## src/rtl/guess_input_controller.sv

```systemverilog
// Debounces keyboard_handler key codes into one event per keystroke (held guess
// handshake, duplicate pulse, enter pulse) and owns the guessed-letter mask/count.
module guess_input_controller #(
  parameter int unsigned SETTLE_CYCLES  = 1000,
  parameter int unsigned RELEASE_CYCLES = 1000,
  parameter int unsigned CNT_W          = 16
) (
  input  logic        clk,
  input  logic        reset,
  input  logic        pressed,
  input  logic [4:0]  inputLetter,
  input  logic        game_active,
  input  logic        clear_mask,
  input  logic        guess_ack,
  output logic        guess_valid,
  output logic [4:0]  guess_letter,
  output logic        dup_pulse,
  output logic        enter_pulse,
  output logic [25:0] guessed_mask,
  output logic [4:0]  guess_count
);

  localparam logic [4:0]       CODE_ENTER  = 5'd26;
  localparam logic [4:0]       LAST_LETTER = 5'd25;
  localparam logic [4:0]       COUNT_MAX   = 5'd26;
  localparam logic [CNT_W-1:0] CNT_ZERO    = CNT_W'(32'd0);
  localparam logic [CNT_W-1:0] CNT_ONE     = CNT_W'(32'd1);
  localparam logic [CNT_W-1:0] SETTLE_LAST  = CNT_W'(SETTLE_CYCLES - 32'd1);
  localparam logic [CNT_W-1:0] RELEASE_LAST = CNT_W'(RELEASE_CYCLES - 32'd1);

  typedef enum logic [1:0] {
    ST_IDLE         = 2'd0,
    ST_SETTLE       = 2'd1,
    ST_ISSUE        = 2'd2,
    ST_WAIT_RELEASE = 2'd3
  } state_e;

  function automatic logic letter_seen(input logic [25:0] mask, input logic [4:0] code);
    logic hit;
    hit = 1'b0;
    for (int i = 0; i < 26; i++) begin
      hit = hit | (mask[i] & (code == 5'(i)));
    end
    return hit;
  endfunction

  function automatic logic [25:0] letter_onehot(input logic [4:0] code);
    logic [25:0] oh;
    for (int i = 0; i < 26; i++) begin
      oh[i] = (code == 5'(i));
    end
    return oh;
  endfunction

  function automatic logic [4:0] sat_inc(input logic [4:0] value);
    logic [4:0] res;
    if (value < COUNT_MAX) begin
      res = value + 5'd1;
    end else begin
      res = value;
    end
    return res;
  endfunction

  state_e            state_q, state_d;
  logic [CNT_W-1:0]  cnt_q, cnt_d;
  logic [4:0]        code_q, code_d;
  logic              guess_valid_q, guess_valid_d;
  logic [4:0]        guess_letter_q, guess_letter_d;
  logic              dup_q, dup_d;
  logic              enter_q, enter_d;
  logic [25:0]       mask_q, mask_d;
  logic [4:0]        count_q, count_d;

  logic code_stable_s;
  logic settle_done_s;
  logic release_done_s;
  logic code_is_letter_s;
  logic ack_s;

  assign code_stable_s    = (inputLetter == code_q);
  assign settle_done_s    = (cnt_q == SETTLE_LAST);
  assign release_done_s   = (cnt_q == RELEASE_LAST);
  assign code_is_letter_s = (code_q <= LAST_LETTER);
  assign ack_s            = (state_q == ST_ISSUE) && guess_valid_q && guess_ack;

  // Keystroke FSM: settle, classify, hand over the guess, then wait for release.
  always_comb begin
    state_d        = state_q;
    cnt_d          = cnt_q;
    code_d         = code_q;
    guess_valid_d  = guess_valid_q;
    guess_letter_d = guess_letter_q;
    dup_d          = 1'b0;
    enter_d        = 1'b0;
    case (state_q)
      ST_IDLE: begin
        cnt_d = CNT_ZERO;
        if (pressed) begin
          code_d  = inputLetter;
          state_d = ST_SETTLE;
        end else begin
          code_d = code_q;
        end
      end
      ST_SETTLE: begin
        if (!pressed) begin
          cnt_d   = CNT_ZERO;
          state_d = ST_IDLE;
        end else if (!code_stable_s) begin
          code_d = inputLetter;
          cnt_d  = CNT_ZERO;
        end else if (settle_done_s) begin
          // Classify cycle: the registered mask is the one consulted for duplicates.
          cnt_d   = CNT_ZERO;
          state_d = ST_WAIT_RELEASE;
          if (code_q == CODE_ENTER) begin
            enter_d = 1'b1;
          end else if (!code_is_letter_s || !game_active) begin
            enter_d = 1'b0;
          end else if (letter_seen(mask_q, code_q)) begin
            dup_d = 1'b1;
          end else begin
            state_d        = ST_ISSUE;
            guess_valid_d  = 1'b1;
            guess_letter_d = code_q;
          end
        end else begin
          cnt_d = cnt_q + CNT_ONE;
        end
      end
      ST_ISSUE: begin
        if (ack_s) begin
          guess_valid_d = 1'b0;
          cnt_d         = CNT_ZERO;
          state_d       = ST_WAIT_RELEASE;
        end else begin
          guess_valid_d = 1'b1;
        end
      end
      ST_WAIT_RELEASE: begin
        if (pressed) begin
          cnt_d = CNT_ZERO;
        end else if (release_done_s) begin
          cnt_d   = CNT_ZERO;
          state_d = ST_IDLE;
        end else begin
          cnt_d = cnt_q + CNT_ONE;
        end
      end
      default: begin
        state_d       = ST_IDLE;
        cnt_d         = CNT_ZERO;
        guess_valid_d = 1'b0;
      end
    endcase
  end

  // Guessed-letter mask and count; a clear in the ack cycle wins.
  always_comb begin
    mask_d  = mask_q;
    count_d = count_q;
    if (clear_mask) begin
      mask_d  = 26'd0;
      count_d = 5'd0;
    end else if (ack_s) begin
      mask_d  = mask_q | letter_onehot(guess_letter_q);
      count_d = sat_inc(count_q);
    end else begin
      mask_d  = mask_q;
      count_d = count_q;
    end
  end

  // State and output registers.
  always_ff @(posedge clk or posedge reset) begin
    if (reset) begin
      state_q        <= ST_IDLE;
      cnt_q          <= CNT_ZERO;
      code_q         <= 5'd0;
      guess_valid_q  <= 1'b0;
      guess_letter_q <= 5'd0;
      dup_q          <= 1'b0;
      enter_q        <= 1'b0;
      mask_q         <= 26'd0;
      count_q        <= 5'd0;
    end else begin
      state_q        <= state_d;
      cnt_q          <= cnt_d;
      code_q         <= code_d;
      guess_valid_q  <= guess_valid_d;
      guess_letter_q <= guess_letter_d;
      dup_q          <= dup_d;
      enter_q        <= enter_d;
      mask_q         <= mask_d;
      count_q        <= count_d;
    end
  end

  assign guess_valid  = guess_valid_q;
  assign guess_letter = guess_letter_q;
  assign dup_pulse    = dup_q;
  assign enter_pulse  = enter_q;
  assign guessed_mask = mask_q;
  assign guess_count  = count_q;

endmodule

```

## config.mk

```make
export PLATFORM = sky130hd
export DESIGN_NAME = guess_input_controller
export DESIGN_NICKNAME = d
export VERILOG_FILES = /design/src/rtl/guess_input_controller.sv
export SDC_FILE = /design/constraint.sdc
export NUM_CORES = 1
export LEC_CHECK = 0
export BUFFER_PORTS_ARGS = -buffer_cell sky130_fd_sc_hd__buf_4
export CORE_UTILIZATION = 35
export DETAILED_ROUTE_END_ITERATION = 6
export GPL_TIMING_DRIVEN = 0
export HOLD_SLACK_MARGIN = 0.08
export PLACE_DENSITY = 0.51
export SYNTH_ARGS = -nofsm -noshare
export SYNTH_HDL_FRONTEND = slang
export SYNTH_SLANG_ARGS = --single-unit
```

## constraint.sdc

```tcl
create_clock -name clk -period 2.9 [get_ports clk]
set_input_delay 0.145 -clock clk [delete_from_list [all_inputs] [get_ports clk]]
set_output_delay 0.145 -clock clk [all_outputs]
set_load 0.05 [all_outputs]
```

==> results.yml, run 1 <==
sta:
  setup_viol: 0
  rsz0062_at_grt: "false"
  worst_pin_slew_ps: 663.1
  setup_tns_ps: 0
  setup_slack_ps: 542.6
  hold_ws_ps: 111.8
  worst_slew_margin_rel_pct: 55.63
  drv_slew: 0
  hold_viol: 0
  period_share_pct: 81.29
  fin_skew_ps: 10.49
  fin_crit_ps: 2357
  max_clock_freq_mhz: 424.2
route:
  wirelength_microns: 8643
  wire_per_inst_microns: 16.75
  drt_iter0_drc: 200
  drc: 0
  vias: 2716
  ant_nets: 0
  first_pass_iters: 4
  vias_per_cell: 5.264
job:
  cap_violations: 0
setup_path:
  cp.required_ps: 3140
  cp-end-kind: "register"
  worstPathArrival_ps: 2590
  path_class: "register to register"
  crit_end: "cnt_q[2]"
  r2r-end: "cnt_q[2]"
  critical_path_peak_fanout: 10
  r2r_start: "cnt_q[0]"
  regToRegSetupSlack_ps: 540
  critPathLaunchType: "register"
  critPathLaunch: "cnt_q[0]"
  r2r_cells: 9
placement:
  dp_cells: 494
  place_ws_ps: 536.5
  place_hpwl_microns: 6106
  portBuffers: 49
  postPlaceCellArea_sq_mm: 0.003707
  place_congestion: 0.7934
floorplanning:
  start_util_pct: 36.34
  row_count: 34
  pin_count: 50
  fp.dieW_microns: 97.39
  core_area_sq_mm: 0.008763
  dieArea_sq_mm: 0.009484
  dieHeight_microns: 97.39
power_and_ir_drop:
  p_seq_share_pct: 47.4
  swShare_pct: 25.45
  clkPwrFrac_pct: 42.3
  power.density_mw_per_mm2: 475.3
  leakagePower_nw: 1.827
  p_int_mw: 1.412
  ir_worst_vdd_uv: 195.0
  pwr-share-comb_pct: 10.3
  finalPower_mw: 1.894
  p_sw_mw: 0.4820
synth:
  synth_area_leaders: "dfrtp_1 (49%), nor2_1 (5.0%), nand2_1 (3.9%)"
  synthMuxAreaShare_pct: 4.440
  syn_inst: 336
  netlist_area_sq_mm: 0.003184
  synth-compound-area-share_pct: 14.73
  synth_simple_gate_area_share_pct: 25.03
  synthArstFlopShare_pct: 100.0
  synth_edf_count: 0
  ys_seq_elements: 62
  synth_area_per_cell_sq_um: 9.477
  synth_top_family_by_area: "simple AND/OR/NAND/NOR gates"
  synth_cell_types: 52
  yosysMostFrequentCell: "dfrtp_1"
  synth_top_area_share_pct: 48.72
  syn_nets: 349
  synth_top_area_cell: "dfrtp_1"
  synth_xor_area_share_pct: 2.750
  synth_adder_area_share_pct: 0.7859
  yosysSeqAreaShare_pct: 48.72
  synth_ff_type: "dfrtp_1"
  ys_warn_count: 0
  synthTopCellsByCount: "dfrtp_1 (62), nor2_1 (42), nand2_1 (33), a21oi_1 (23)"
min_path:
  min_from: "clear_mask"
  hp-class: "input pin to register"
layout:
  finalInstanceArea_sq_mm: 0.003985
  fin_util_pct: 45.47
  antenna_cells: 0
  syn_to_final_growth_pct: 25.15
  fin_cells: 516
  layout-drive-gt1-share_pct: 21.08
  nets: 417
clock_tree:
  post_cts_buffers: 0
  hold_buffers: 7
  cts_tree: "built"
  clk_pin_slew_ps: 80
  cts_max_level: 3
  cts_root_buf: "clkbuf_8"
  clk_path_buf_depth: 2
  cts_inserted_buffers: 9
  clk-insertion-delay-late_ps: 340
  cts.sinks: 62
  ctsResizeCount: 0
global_routing:
  grt_pass1_vias: 2720
  grtUsageTotal_pct: 19.44
  antenna_found_initial: 0
  grt_overflow: 0
  grt_pass1_wl_microns: 14530
  grt_max_degree: 38
status:
  status: "complete, no violations"
-- cell usage in the layout, fill, tap and decap left out, drive strengths merged, types with 4 or more instances in the layout --
cell         synthesis  routed
and3                 4       4
nand2b               6       6
nor2b               10      10
nand2               35      35
a21o                 5       5
inv                  7       7
a21oi               23      23
dfrtp               62      62
mux2                 5       5
a31oi               14      14
nor3b                7       7
nor2                42      42
or3                  6       6
dlygate4sd3          0       7
buf                  8      58
nand3b               7       7
mux2i                7       7
o21ai               16      16
a22o                 4       4
nor3                11      11
nand3                7       7
xor2                 7       7
clkbuf              10      22
-- power groups by stage --
stage,Combinational [mW],Clock (mW),Sequential (mW)
final,0.195,0.801,0.898
after detailed placement,0.191,0,0.914
after CTS,0.199,0.826,0.898
after floorplan,0.106,0,0.932
after global routing,0.217,0.863,0.901
after global placement,0.185,0,0.914
-- how the worst min path moves through the flow --
| stage | end | slack [ps] | cells after the start |
|---|---|---|---|
| 2_1_floorplan | code_q[0] | 250 | 2 |
| 3_5_place_dp | guess_valid | 260 | 2 |
| 6_report | guess_count[1] | 110 | 3 |
| 4_1_cts | guess_count[1] | 100 | 3 |
| 5_1_grt | guess_count[1] | 120 | 3 |
| 3_3_place_gp | code_q[4] | 360 | 3 |
-- cells by family (layout without fill, tap and decap cells) --
logic type,Yosys count,count (layout)
buffers and inverters,25,97
DFF,62,62
muxes,12,12
adders and majority gates,2,2
and+or+nand+nor,150,150
xor gates and xnor gates,10,10
AOI/OAI and AO/OA,75,75
-- sequential cells by signal, indices dropped and copies added, names as in the netlist, named ones only --
signal        cells
dup_pulse         1
guessed_mask     26
enter_pulse       1
guess_valid       1
cnt_q            16
code_q            5
state_q           1
guess_count       5
guess_letter      5
-- per-layer routing --
layer,GRT usage [%],vias up,share of wire [%]
li1,-,1327,-
met1,28.11,1325,50
met2,29.10,60,46
met3,5.108,4,3.3
met4,4.412,0,0.67
met5,0,-,0
-- worst max-delay path, cell delays in order, from the launching register on --
cell	delay [ps]
dfrtp_1	410
ha_1	220
or3b_1	400
nor4_4	310
nand2b_1	150
or2_1	90
buf_2	190
buf_4	200
o21ai_0	90
a21o_1	190
-- area by class of cell --
type | instances | area [sq um]
Fill cell | 865 | 4778
Sequential cell | 62 | 1551
Multi-Input combinational cell | 249 | 1520
Timing Repair Buffer | 57 | 457.9
Clock buffer | 12 | 165.2
Tap cell | 108 | 135.1
Buffer | 18 | 86.33
Clock inverter | 3 | 42.54
Inverter | 7 | 26.28
No activity file was read; power rests on OpenSTA's default activity.
==> run 2, diff against run 1 <==
PLACE_DENSITY = 0.53   (was 0.51)
clock period = 1.97 ns   (was 2.9 ns; I/O delays follow)
==> results.yml, run 2 (synthesis results as in run 1) <==
placement:
  postPlaceCellArea_sq_mm: 0.003710
  place_hpwl_microns: 5935
  place_congestion: 0.7896
  portBuffers: 49
  place_ws_ps: -382.2
sta:
  setup_viol: 25
  fin_skew_ps: 14.83
  hold_ws_ps: 257.3
  period_share_pct: 115.4
  hold_viol: 0
  rsz0062_at_grt: "true"
  fin_crit_ps: 2273
  drv_slew: 0
  setup_slack_ps: -303.2
  max_clock_freq_mhz: 439.9
  worst_pin_slew_ps: 793.3
  worst_slew_margin_rel_pct: 47.04
power_and_ir_drop:
  swShare_pct: 26.16
  power.density_mw_per_mm2: 669.4
  p_sw_mw: 0.7309
  clkPwrFrac_pct: 41.7
  ir_worst_vdd_uv: 329.4
  leakagePower_nw: 1.896
  p_seq_share_pct: 47.5
  p_int_mw: 2.063
  pwr-share-comb_pct: 10.8
layout:
  most-common-layout-cells: "buf_4 (60), dfrtp_1 (60), nor2_1 (39)"
  largest_reg_flops: 26
  syn_to_final_growth_pct: 31.08
  finalInstanceArea_sq_mm: 0.004174
  nets: 428
  layout-drive-gt1-share_pct: 27.86
  antenna_cells: 0
setup_path:
  regToRegSetupSlack_ps: -300
  r2r_cells: 6
  critPathLaunchType: "register"
  worstPathArrival_ps: 2500
  cp.required_ps: 2190
  cp-end-kind: "register"
  critPathLaunch: "cnt_q[10]"
  r2r_start: "cnt_q[10]"
  r2r-end: "guess_letter[0]"
  path_class: "register to register"
  critical_path_peak_fanout: 6
  crit_end: "guess_letter[0]"
route:
  wirelength_microns: 8618
  first_pass_iters: 4
  vias_per_cell: 5.330
  drc: 0
  wire_per_inst_microns: 16.32
  ant_nets: 0
  vias: 2814
  drt_iter0_drc: 128
global_routing:
  antenna_found_initial: 0
  grt_overflow: 0
  grt_pass1_wl_microns: 14000
  grt_max_degree: 36
  grt_pass1_vias: 2676
  grtUsageTotal_pct: 18.81
clock_tree:
  cts.sinks: 62
  cts_tree: "built"
  clk-insertion-delay-late_ps: 340
  cts_max_level: 3
  cts_inserted_buffers: 9
  cts_root_buf: "clkbuf_8"
  clk_pin_slew_ps: 80
  clk_path_buf_depth: 2
floorplanning:
  pin_count: 50
  start_util_pct: 36.34
  dieHeight_microns: 97.39
  dieArea_sq_mm: 0.009484
  core_area_sq_mm: 0.008763
  fp.dieW_microns: 97.39
  row_count: 34
status:
  status: "finished, violations left"
  failed_checks: "negative setup slack"
job:
  cap_violations: 0
min_path:
  hp-class: "input pin to register"
run 2: cell types whose count changed in the layout (fill, tap and decap cells not counted), moves of 3 or more:
cell      delta
buf_4       +10
nor3_1       -4
nor3_2       +4
buf_2        -3
clkbuf_1     -3
nor2_1       -3
run 2: power groups by stage:
stage / Sequential [mW] / Combinational, mW / Clock [mW]
after global routing: 1.33 / 0.333 / 1.25
final: 1.33 / 0.303 / 1.16
after detailed placement: 1.35 / 0.278 / 0
after floorplan: 1.37 / 0.155 / 0
after global placement: 1.34 / 0.271 / 0
after CTS: 1.32 / 0.294 / 1.20
run 2: area by class of cell:
cell class              count  area [sq um]
fillers                   841          4589
multi-input cells         249          1590
flip-flops and latches     62          1554
repair buffers             70         564.3
clock buffers              11         151.4
well taps                 108         135.1
plain buffers              16         95.09
clock inverters             5         57.56
inverters                   7         26.28
run 2: layer usage:
layer | share of wire (%) | track usage (%)
met4 | 1.7 | 7.805
met3 | 4.0 | 3.165
met2 | 43 | 26.25
met5 | 0 | 0
met1 | 51 | 28.52
run 2: through the flow:
step / std cells / util, % / power [mW] / TNS (ps)
global route: 528 / 47.63 / 2.918 / -6205
finish: 528 / 47.63 / 2.794 / -3330
floorplan: 336 / - / 1.528 / -1136
CTS: 524 / 46.64 / 2.816 / -2741
global placement: 493 / 42.10 / 1.616 / -41070
detailed placement: 494 / 42.33 / 1.623 / -5239
run 2: how the worst min path moves through the flow:
stage              startpoint        end  slack (ps)  depth (start not counted)
2_1_floorplan  inputLetter[0]  code_q[0]         200                          2
3_3_place_gp   inputLetter[4]  code_q[4]         310                          3
3_5_place_dp            reset  code_q[2]         310                          2
4_1_cts             guess_ack  cnt_q[15]         250                          5
5_1_grt             guess_ack  cnt_q[15]         310                          5
6_report            guess_ack  cnt_q[15]         260                          5
run 2: worst max-delay path, stage by stage, from the launching register on:
cell and delay (ps):
dfrtp_1 410, or4_4 560, nor4_4 310, nand2_2 120
nor4_4 300, nand2_4 140, mux2_4 310
run 2: repair_timing:
action | in CTS | in global routing
buffers inserted | 6 | 5
cloned | 0 | 0
resized for setup | 11 | 16
hold endpoints to repair | 43 | 0
hold buffers | 9 | 0
setup endpoints to repair | 25 | 47
pin swaps | 5 | 9
